File: config.mk
export PLATFORM = sky130hd
export DESIGN_NAME = tick_timer_bank
export DESIGN_NICKNAME = d
export VERILOG_FILES = /design/src/rtl/tick_timer_bank.sv
export SDC_FILE = /design/constraint.sdc
export NUM_CORES = 1
export LEC_CHECK = 0
export BUFFER_PORTS_ARGS = -buffer_cell sky130_fd_sc_hd__buf_4
export CORE_MARGIN = 2
export CORE_UTILIZATION = 35
export DETAILED_ROUTE_END_ITERATION = 7
export GPL_ROUTABILITY_DRIVEN = 0
export GPL_TIMING_DRIVEN = 1
export PLACE_DENSITY = 0.59
export SLEW_MARGIN = 0
export SYNTH_ARGS = -nofsm -noshare
export SYNTH_HDL_FRONTEND = slang
export SYNTH_SLANG_ARGS = --single-unit
File: constraint.sdc
create_clock -name CLOCK_50 -period 2.9 [get_ports CLOCK_50]
set_input_delay 0.435 -clock CLOCK_50 [delete_from_list [all_inputs] [get_ports CLOCK_50]]
set_output_delay 0.435 -clock CLOCK_50 [all_outputs]
set_load 0.02 [all_outputs]
File: src/rtl/tick_timer_bank.sv
// tick_timer_bank: CLOCK_50 prescaler producing a one-cycle base tick, plus a
// bank of NCH independent countdown timers (one-shot or periodic) on that tick.

// One timer channel: IDLE/RUN state with count, reload and latched mode.
module tick_chan #(
  parameter int CW = 8
) (
  input  logic          CLOCK_50,
  input  logic          KEY,
  input  logic          tick,
  input  logic          stop,
  input  logic          load,
  input  logic [CW-1:0] load_val,
  input  logic          mode,
  input  logic          pause,
  output logic [CW-1:0] count,
  output logic          busy,
  output logic          done
);
  typedef enum logic {IDLE = 1'b0, RUN = 1'b1} state_t;

  state_t        state;
  logic [CW-1:0] reload;
  logic          mode_r;

  // stop beats load beats the tick decrement; done is a registered single-cycle pulse
  always_ff @(posedge CLOCK_50 or negedge KEY) begin
    if (!KEY) begin
      state  <= IDLE;
      count  <= '0;
      reload <= '0;
      mode_r <= 1'b0;
      done   <= 1'b0;
    end else begin
      done <= 1'b0;
      if (stop) begin
        state <= IDLE;
        count <= '0;
      end else if (load) begin
        if (load_val != '0) begin
          count  <= load_val;
          reload <= load_val;
          mode_r <= mode;
          state  <= RUN;
        end else begin
          // a zero load expires on the spot
          state <= IDLE;
          count <= '0;
          done  <= 1'b1;
        end
      end else if (state == RUN && tick && !pause) begin
        if (count > CW'(1)) begin
          count <= count - CW'(1);
        end else begin
          done <= 1'b1;
          if (mode_r) begin
            count <= reload;
          end else begin
            count <= '0;
            state <= IDLE;
          end
        end
      end
    end
  end

  assign busy = (state == RUN);
endmodule

module tick_timer_bank #(
  parameter int CLK_HZ  = 50000000,
  parameter int TICK_HZ = 1,
  parameter int NCH     = 2,
  parameter int CW      = 8
) (
  input  logic              CLOCK_50,
  input  logic              KEY,
  input  logic              sync_clr,
  input  logic [NCH-1:0]    stop,
  input  logic [NCH-1:0]    load,
  input  logic [NCH*CW-1:0] load_val,
  input  logic [NCH-1:0]    mode,
  input  logic [NCH-1:0]    pause,
  output logic              base_tick,
  output logic [NCH*CW-1:0] count,
  output logic [NCH-1:0]    busy,
  output logic [NCH-1:0]    done
);
  localparam int TICK_SAFE = (TICK_HZ > 0) ? TICK_HZ : 1;
  localparam int DIV       = CLK_HZ / TICK_SAFE;
  localparam int PW        = (DIV >= 2) ? $clog2(DIV) : 1;
  localparam logic [PW-1:0] PRE_LAST = PW'(DIV - 1);

  generate
    if (TICK_HZ < 1 || (CLK_HZ % TICK_SAFE) != 0 || DIV < 2) begin : g_bad_div
      $error("tick_timer_bank: CLK_HZ/TICK_HZ must be an integer >= 2");
    end
    if (NCH < 1 || NCH > 8) begin : g_bad_nch
      $error("tick_timer_bank: NCH must be 1..8");
    end
  endgenerate

  typedef struct packed {
    logic          stop;
    logic          load;
    logic [CW-1:0] val;
    logic          mode;
    logic          pause;
  } chan_req_t;

  typedef struct packed {
    logic [CW-1:0] count;
    logic          busy;
    logic          done;
  } chan_rsp_t;

  chan_req_t [NCH-1:0] req;
  chan_rsp_t [NCH-1:0] rsp;
  logic [PW-1:0]       pre;

  // free-running 0..DIV-1 divider; tick is registered off the terminal count,
  // sync_clr restarts the phase and swallows a tick that was about to issue
  always_ff @(posedge CLOCK_50 or negedge KEY) begin
    if (!KEY) begin
      pre       <= '0;
      base_tick <= 1'b0;
    end else if (sync_clr) begin
      pre       <= '0;
      base_tick <= 1'b0;
    end else begin
      pre       <= (pre == PRE_LAST) ? '0 : pre + PW'(1);
      base_tick <= (pre == PRE_LAST);
    end
  end

  for (genvar i = 0; i < NCH; i++) begin : g_ch
    assign req[i] = '{stop:  stop[i],
                      load:  load[i],
                      val:   load_val[i*CW +: CW],
                      mode:  mode[i],
                      pause: pause[i]};

    tick_chan #(.CW(CW)) u_ch (
      .CLOCK_50 (CLOCK_50),
      .KEY      (KEY),
      .tick     (base_tick),
      .stop     (req[i].stop),
      .load     (req[i].load),
      .load_val (req[i].val),
      .mode     (req[i].mode),
      .pause    (req[i].pause),
      .count    (rsp[i].count),
      .busy     (rsp[i].busy),
      .done     (rsp[i].done)
    );

    assign count[i*CW +: CW] = rsp[i].count;
    assign busy[i]           = rsp[i].busy;
    assign done[i]           = rsp[i].done;
  end
endmodule

**Word level (Yosys, flattened, before mapping)**

Cells that the tools add are included.

- Add/sub/neg operators: 3
- Magnitude comparators: 2
- Equality and inequality tests: 5
- Mux-type cells: 37
- Bitwise gates (word level): 2
- Reductions and logical operators: 14

Operator list:

| operator | count |
|---|---|
| $mux W8 | 12 |
| $mux W26 | 2 |
| $add A26 B1 Y26 const B | 1 |
| $eq A26 B26 Y1 const B | 1 |
| $mux W1 | 23 |
| $gt A8 B1 Y1 const B | 2 |
| $reduce_bool A8 Y1 | 2 |
| $sub A8 B1 Y8 const B | 2 |
| $ne A3 B3 Y1 const B | 4 |
| $reduce_and A3 Y1 | 4 |
| $reduce_bool A3 Y1 | 2 |
| $logic_and A1 B1 Y1 | 4 |
| $logic_not A1 Y1 | 2 |
| $not A1 Y1 | 2 |

- Register bits after elaboration: 65
- Bits of input ports: 27
- Output and inout bits: 21
- Word-level logic and storage cells: 75

**Logic depth before layout (Yosys ltp)**

- Depth after elaboration: 5
- Gate-level depth with buffers: 7
- Mapped depth without buffers: 6

**Cells and area by module**

From an unflattened synthesis, not the netlist that was laid out.

- Cells, all modules: 370
- Area, all modules: 3577.2 um2

By module, submodules not included:

| module | instances | cells an instance | area each (um2) | seq. area each (um2) |
|---|---|---|---|---|
| tick_chan | 2 | 115 | 1103.6 | 475.5 |
| tick_timer_bank | 1 | 140 | 1370.1 | 675.6 |

**Worst setup path before layout**

Ideal clock, no wire load.

- Kind: reg2reg
- From: reg g_ch[0].u_ch.count[4]
- To: reg g_ch[0].u_ch.done
- Library setup time: 0.078 ns
- Data arrival time: 2.172 ns
- Required time: 2.822 ns
- Setup slack: 0.650 ns
- Stages on the path, launching flop included: 7
- Buffers on the path: 2
- Clock period less this slack: 2.250 ns
- Cell sequence: dfrtp_1 -> or4_1 -> buf_2 -> or4_4 -> buf_6 -> or3_1 -> a21oi_1

- Word-level cells in the longest chain between the ends: 5

RTL lines:

| element | line | text |
|---|---|---|
| from (decl) | 16 | `output logic [CW-1:0] count,` |
| from (signal assigned) | 41 | `count <= load_val;` |
| from (signal assigned) | 53 | `count <= count - CW'(1);` |
| from (signal assigned) | 57 | `count <= reload;` |
| $gt A8 B1 Y1 | 52 | `if (count > CW'(1)) begin` |
| $mux W1 | 52 |  |
| $mux W1 | 51 | `end else if (state == RUN && tick && !pause) begin` |
| $mux W1 | 39 | `end else if (load) begin` |
| $mux W1 | 36 | `if (stop) begin` |
| to (signal assigned) | 35 | `done <= 1'b0;` |
| to (signal assigned) | 49 | `done <= 1'b1;` |
| to (signal assigned) | 55 | `done <= 1'b1;` |
| to (decl) | 18 | `output logic done` |

No other way between the ends.
A chain may end at the register's enable or synchronous reset.

**Worst setup path in the final report**

- From: reg g_ch[0].u_ch.count[4]
- To: reg g_ch[0].u_ch.count[1]

- Word-level cells in the longest chain between the ends: 5

RTL lines:

| element | line |
|---|---|
| $gt A8 B1 Y1 | 52 |
| $mux W8 | 52 |
| $mux W8 | 51 |
| $mux W8 | 39 |
| $mux W8 | 36 |

No other way between the ends. The select of a mux whose other input is x is not followed.

==> impl_metrics.csv <==
group,metric,value,unit
run_status,status,"complete, no violations",
power,cellPowerDensity,496,nW/µm²
setup_path,cp_num_buf_inv,0,
timing,hold_viol_final,0,
cells_and_area,final_common_cell,"dfrtp_1",
synth,synthesis.area,3710,µm²
worst_hold_path,hold_class,"primary input to asynchronous set/reset pin",
clocking,hold_buffers,0,
route,dr.pass1.iters,5,
timing,worstMarginPinSlew,851,ps
route,viasPerCell,5.64,
grt,grt_max_degree,66,
setup_path,ff2ff_setup_slack,590,ps
cells_and_area,nFillCells,1019,
floorplanning,die_height,107,µm
clocking,clock_latency,340,ps
setup_path,path_cells,"or4_1 -> nor4_2 -> mux2_2 -> o22ai_1",
grt,grtUsageTotal,0.169,
floorplanning,start_util,0.360,
place,portBuffers,47,
floorplanning,ios,48,
timing,slew_headroom,0.432,
cells_and_area,num-nets-final,480,
grt,grt_pass1_vias,3181,
timing,setup_viol,0,
clocking,clkTransAtPathRegs,80,ps
clocking,cts_tree,"done",
synth,synthesis.nets,443,
route,wl_per_cell,15.6,µm
setup_path,cp.required,3170,ps
route,wirelength,9180,µm
synth,syn_inst,411,
grt,grt_pass1_wl,15700,µm
setup_path,cpPeakStageDelay,650,ps
timing,fin_skew,11.1,ps
place,dp_hpwl,6350,µm
synth,yosys_warnings,0,
timing,max_freq,434,MHz
clocking,ctsResizeCount,0,
floorplanning,fp.dieW,107,µm
floorplanning,rows,37,
synth,synth_flop_cell,"dfrtp_1",
route,drc,0,
cells_and_area,register_area,1630,µm²
setup_path,endpoint_kind,"register",
timing,min_period_over_period,0.795,
setup_path,slowest_stage,"or4_1",
synth,synthArstFlopShare,1.00,
cells_and_area,antenna_cells,0,
cells_and_area,syn2layout_area_growth,17.6,%
route,drtIter0Drc,209,
setup_path,r2r_start,"g_ch[0].u_ch.count[4]",
clocking,cts.sinks,65,
floorplanning,design.core.area,10300,µm²
clocking,clockBufferDepth,2,
timing,grt_setup_unrepaired,"no",
clocking,post_cts_buffers,0,
route,vias,3323,
setup_path,cpLargestDelayFamily,"simple AND/OR/NAND/NOR gates",
synth,synth_edf_count,0,
timing,slew_viol_final,0,
setup_path,start_kind,"register",
floorplanning,die_area,11500,µm²
setup_path,worstSetupPathType,"register to register",
timing,setup-tns-final,0,ps
setup_path,cp.arrival,2570,ps
cells_and_area,postLayoutCoreUtil,0.423,
flow_run,maxCapViolCount,0,
clocking,cts-root-buf,"clkbuf_8",
cells_and_area,final_cell_mix,"dfrtp_1, buf_4, nand2_1, nor2_1, a21oi_1",
power,p_leak,1.83,nW
cells_and_area,multi_input_area,1900,µm²
synth,synth.distinct_cells,50,
synth,syn_avg_cell_area,9.04,µm²
timing,min_period,2310,ps
clocking,cts_made_buffers,9,
synth,yosysSeqAreaShare,0.438,
cells_and_area,drive_above_1_share,0.177,
power,irDropWorstVdd,0.191,mV
grt,antenna_found_initial,0,
grt,gr-total-overflow,0,
setup_path,path_max_fanout,6,
route,ant_nets,0,
synth,synth_seq_cells,65,
clocking,htree_levels,3,
setup_path,crit_start,"g_ch[0].u_ch.count[4]",
[path summary, 6_finish.rpt]
kind	cells past startpoint	endpoint
worst max-delay path	4	g_ch[0].u_ch.count[1]
worst min-delay path	1	g_ch[1].u_ch.reload[0]
worst max register to register	4	g_ch[0].u_ch.count[1]
worst min register to register	2	g_ch[0].u_ch.reload[0]
max in group asynchronous	1	pre[25]
min in group CLOCK_50	2	pre[6]
[layer usage]
metal,vias to the layer above,part of all wire,global-route usage
met1,1619,0.47,0.235
met5,-,0,0
met2,87,0.47,0.264
met4,0,0.0077,0.0519
met3,8,0.048,0.0353
li1,1609,-,-
[synth_stat cells (all sizes together), types with 8 or more instances]
| cell | n | area, µm² |
|---|---|---|
| dfrtp | 65 | 1630 |
| nand2 | 42 | 158 |
| a21oi | 27 | 135 |
| nor2 | 27 | 101 |
| clkbuf | 21 | 78.8 |
| inv | 17 | 63.8 |
| nand3 | 17 | 85.1 |
| or4 | 16 | 124 |
| o21ai | 15 | 75.1 |
| nand4 | 13 | 81.3 |
| a22o | 11 | 96.3 |
| nor3 | 10 | 50.1 |
| o31ai | 9 | 67.6 |
| xor2 | 9 | 78.8 |
| nor4 | 8 | 56.3 |
[worst reg2reg max path, delay by kind of cell, from the launching register on]
family / cells / cell delay, ps
AOI/OAI and AO/OA: 1 / 140
DFF: 1 / 430
muxes: 1 / 400
and+or+nand+nor: 2 / 1260
[flip-flops by register name, indices dropped and copies added (netlist names)]
register / cells
g_ch.u_ch.count: 16
g_ch.u_ch.done: 2
g_ch.u_ch.busy: 2
pre: 26
g_ch.u_ch.reload: 16
base_tick: 1
g_ch.u_ch.mode_r: 2
[power breakdown]
group          internal [mW]  switching [mW]  leakage [nW]  total, mW
Sequential             0.957          0.0600         0.860       1.02
Clock                  0.422           0.377        0.0985      0.799
Combinational          0.157           0.193         0.869      0.350
[cell type report]
type                       count  share of cell area
tap                          136              0.0390
timing repair buffer          53              0.0911
sequential                    65               0.372
clock inverter                 6              0.0155
inverter                      17              0.0146
clock buffer                  10              0.0315
multi-input combinational    302               0.436
[per-stage QoR]
stage                     instances  hold slack, ps  cell area, µm²  setup WS (ps)  power (mW)
after CTS                       589             234            4370            622        2.19
after global placement          573             453            4160            678        1.38
after detailed placement        573             459            4160            645        1.38
after floorplan                 411             139            3710            650        1.25
after global routing            589             267            4370            471        2.28
final                           589             210            4370            595        2.17
[logic make-up after synthesis]
logic type / share of synthesized area
buffers and inverters: 0.0509
adder cells (fa/ha/maj): 0.0168
multiplexers: 0.0206
AND/OR/NAND/NOR: 0.250
AO/OA/AOI/OAI: 0.186
XOR/XNOR: 0.0377
flip-flops: 0.438
Note: power is estimated with default switching activity, not from simulation.
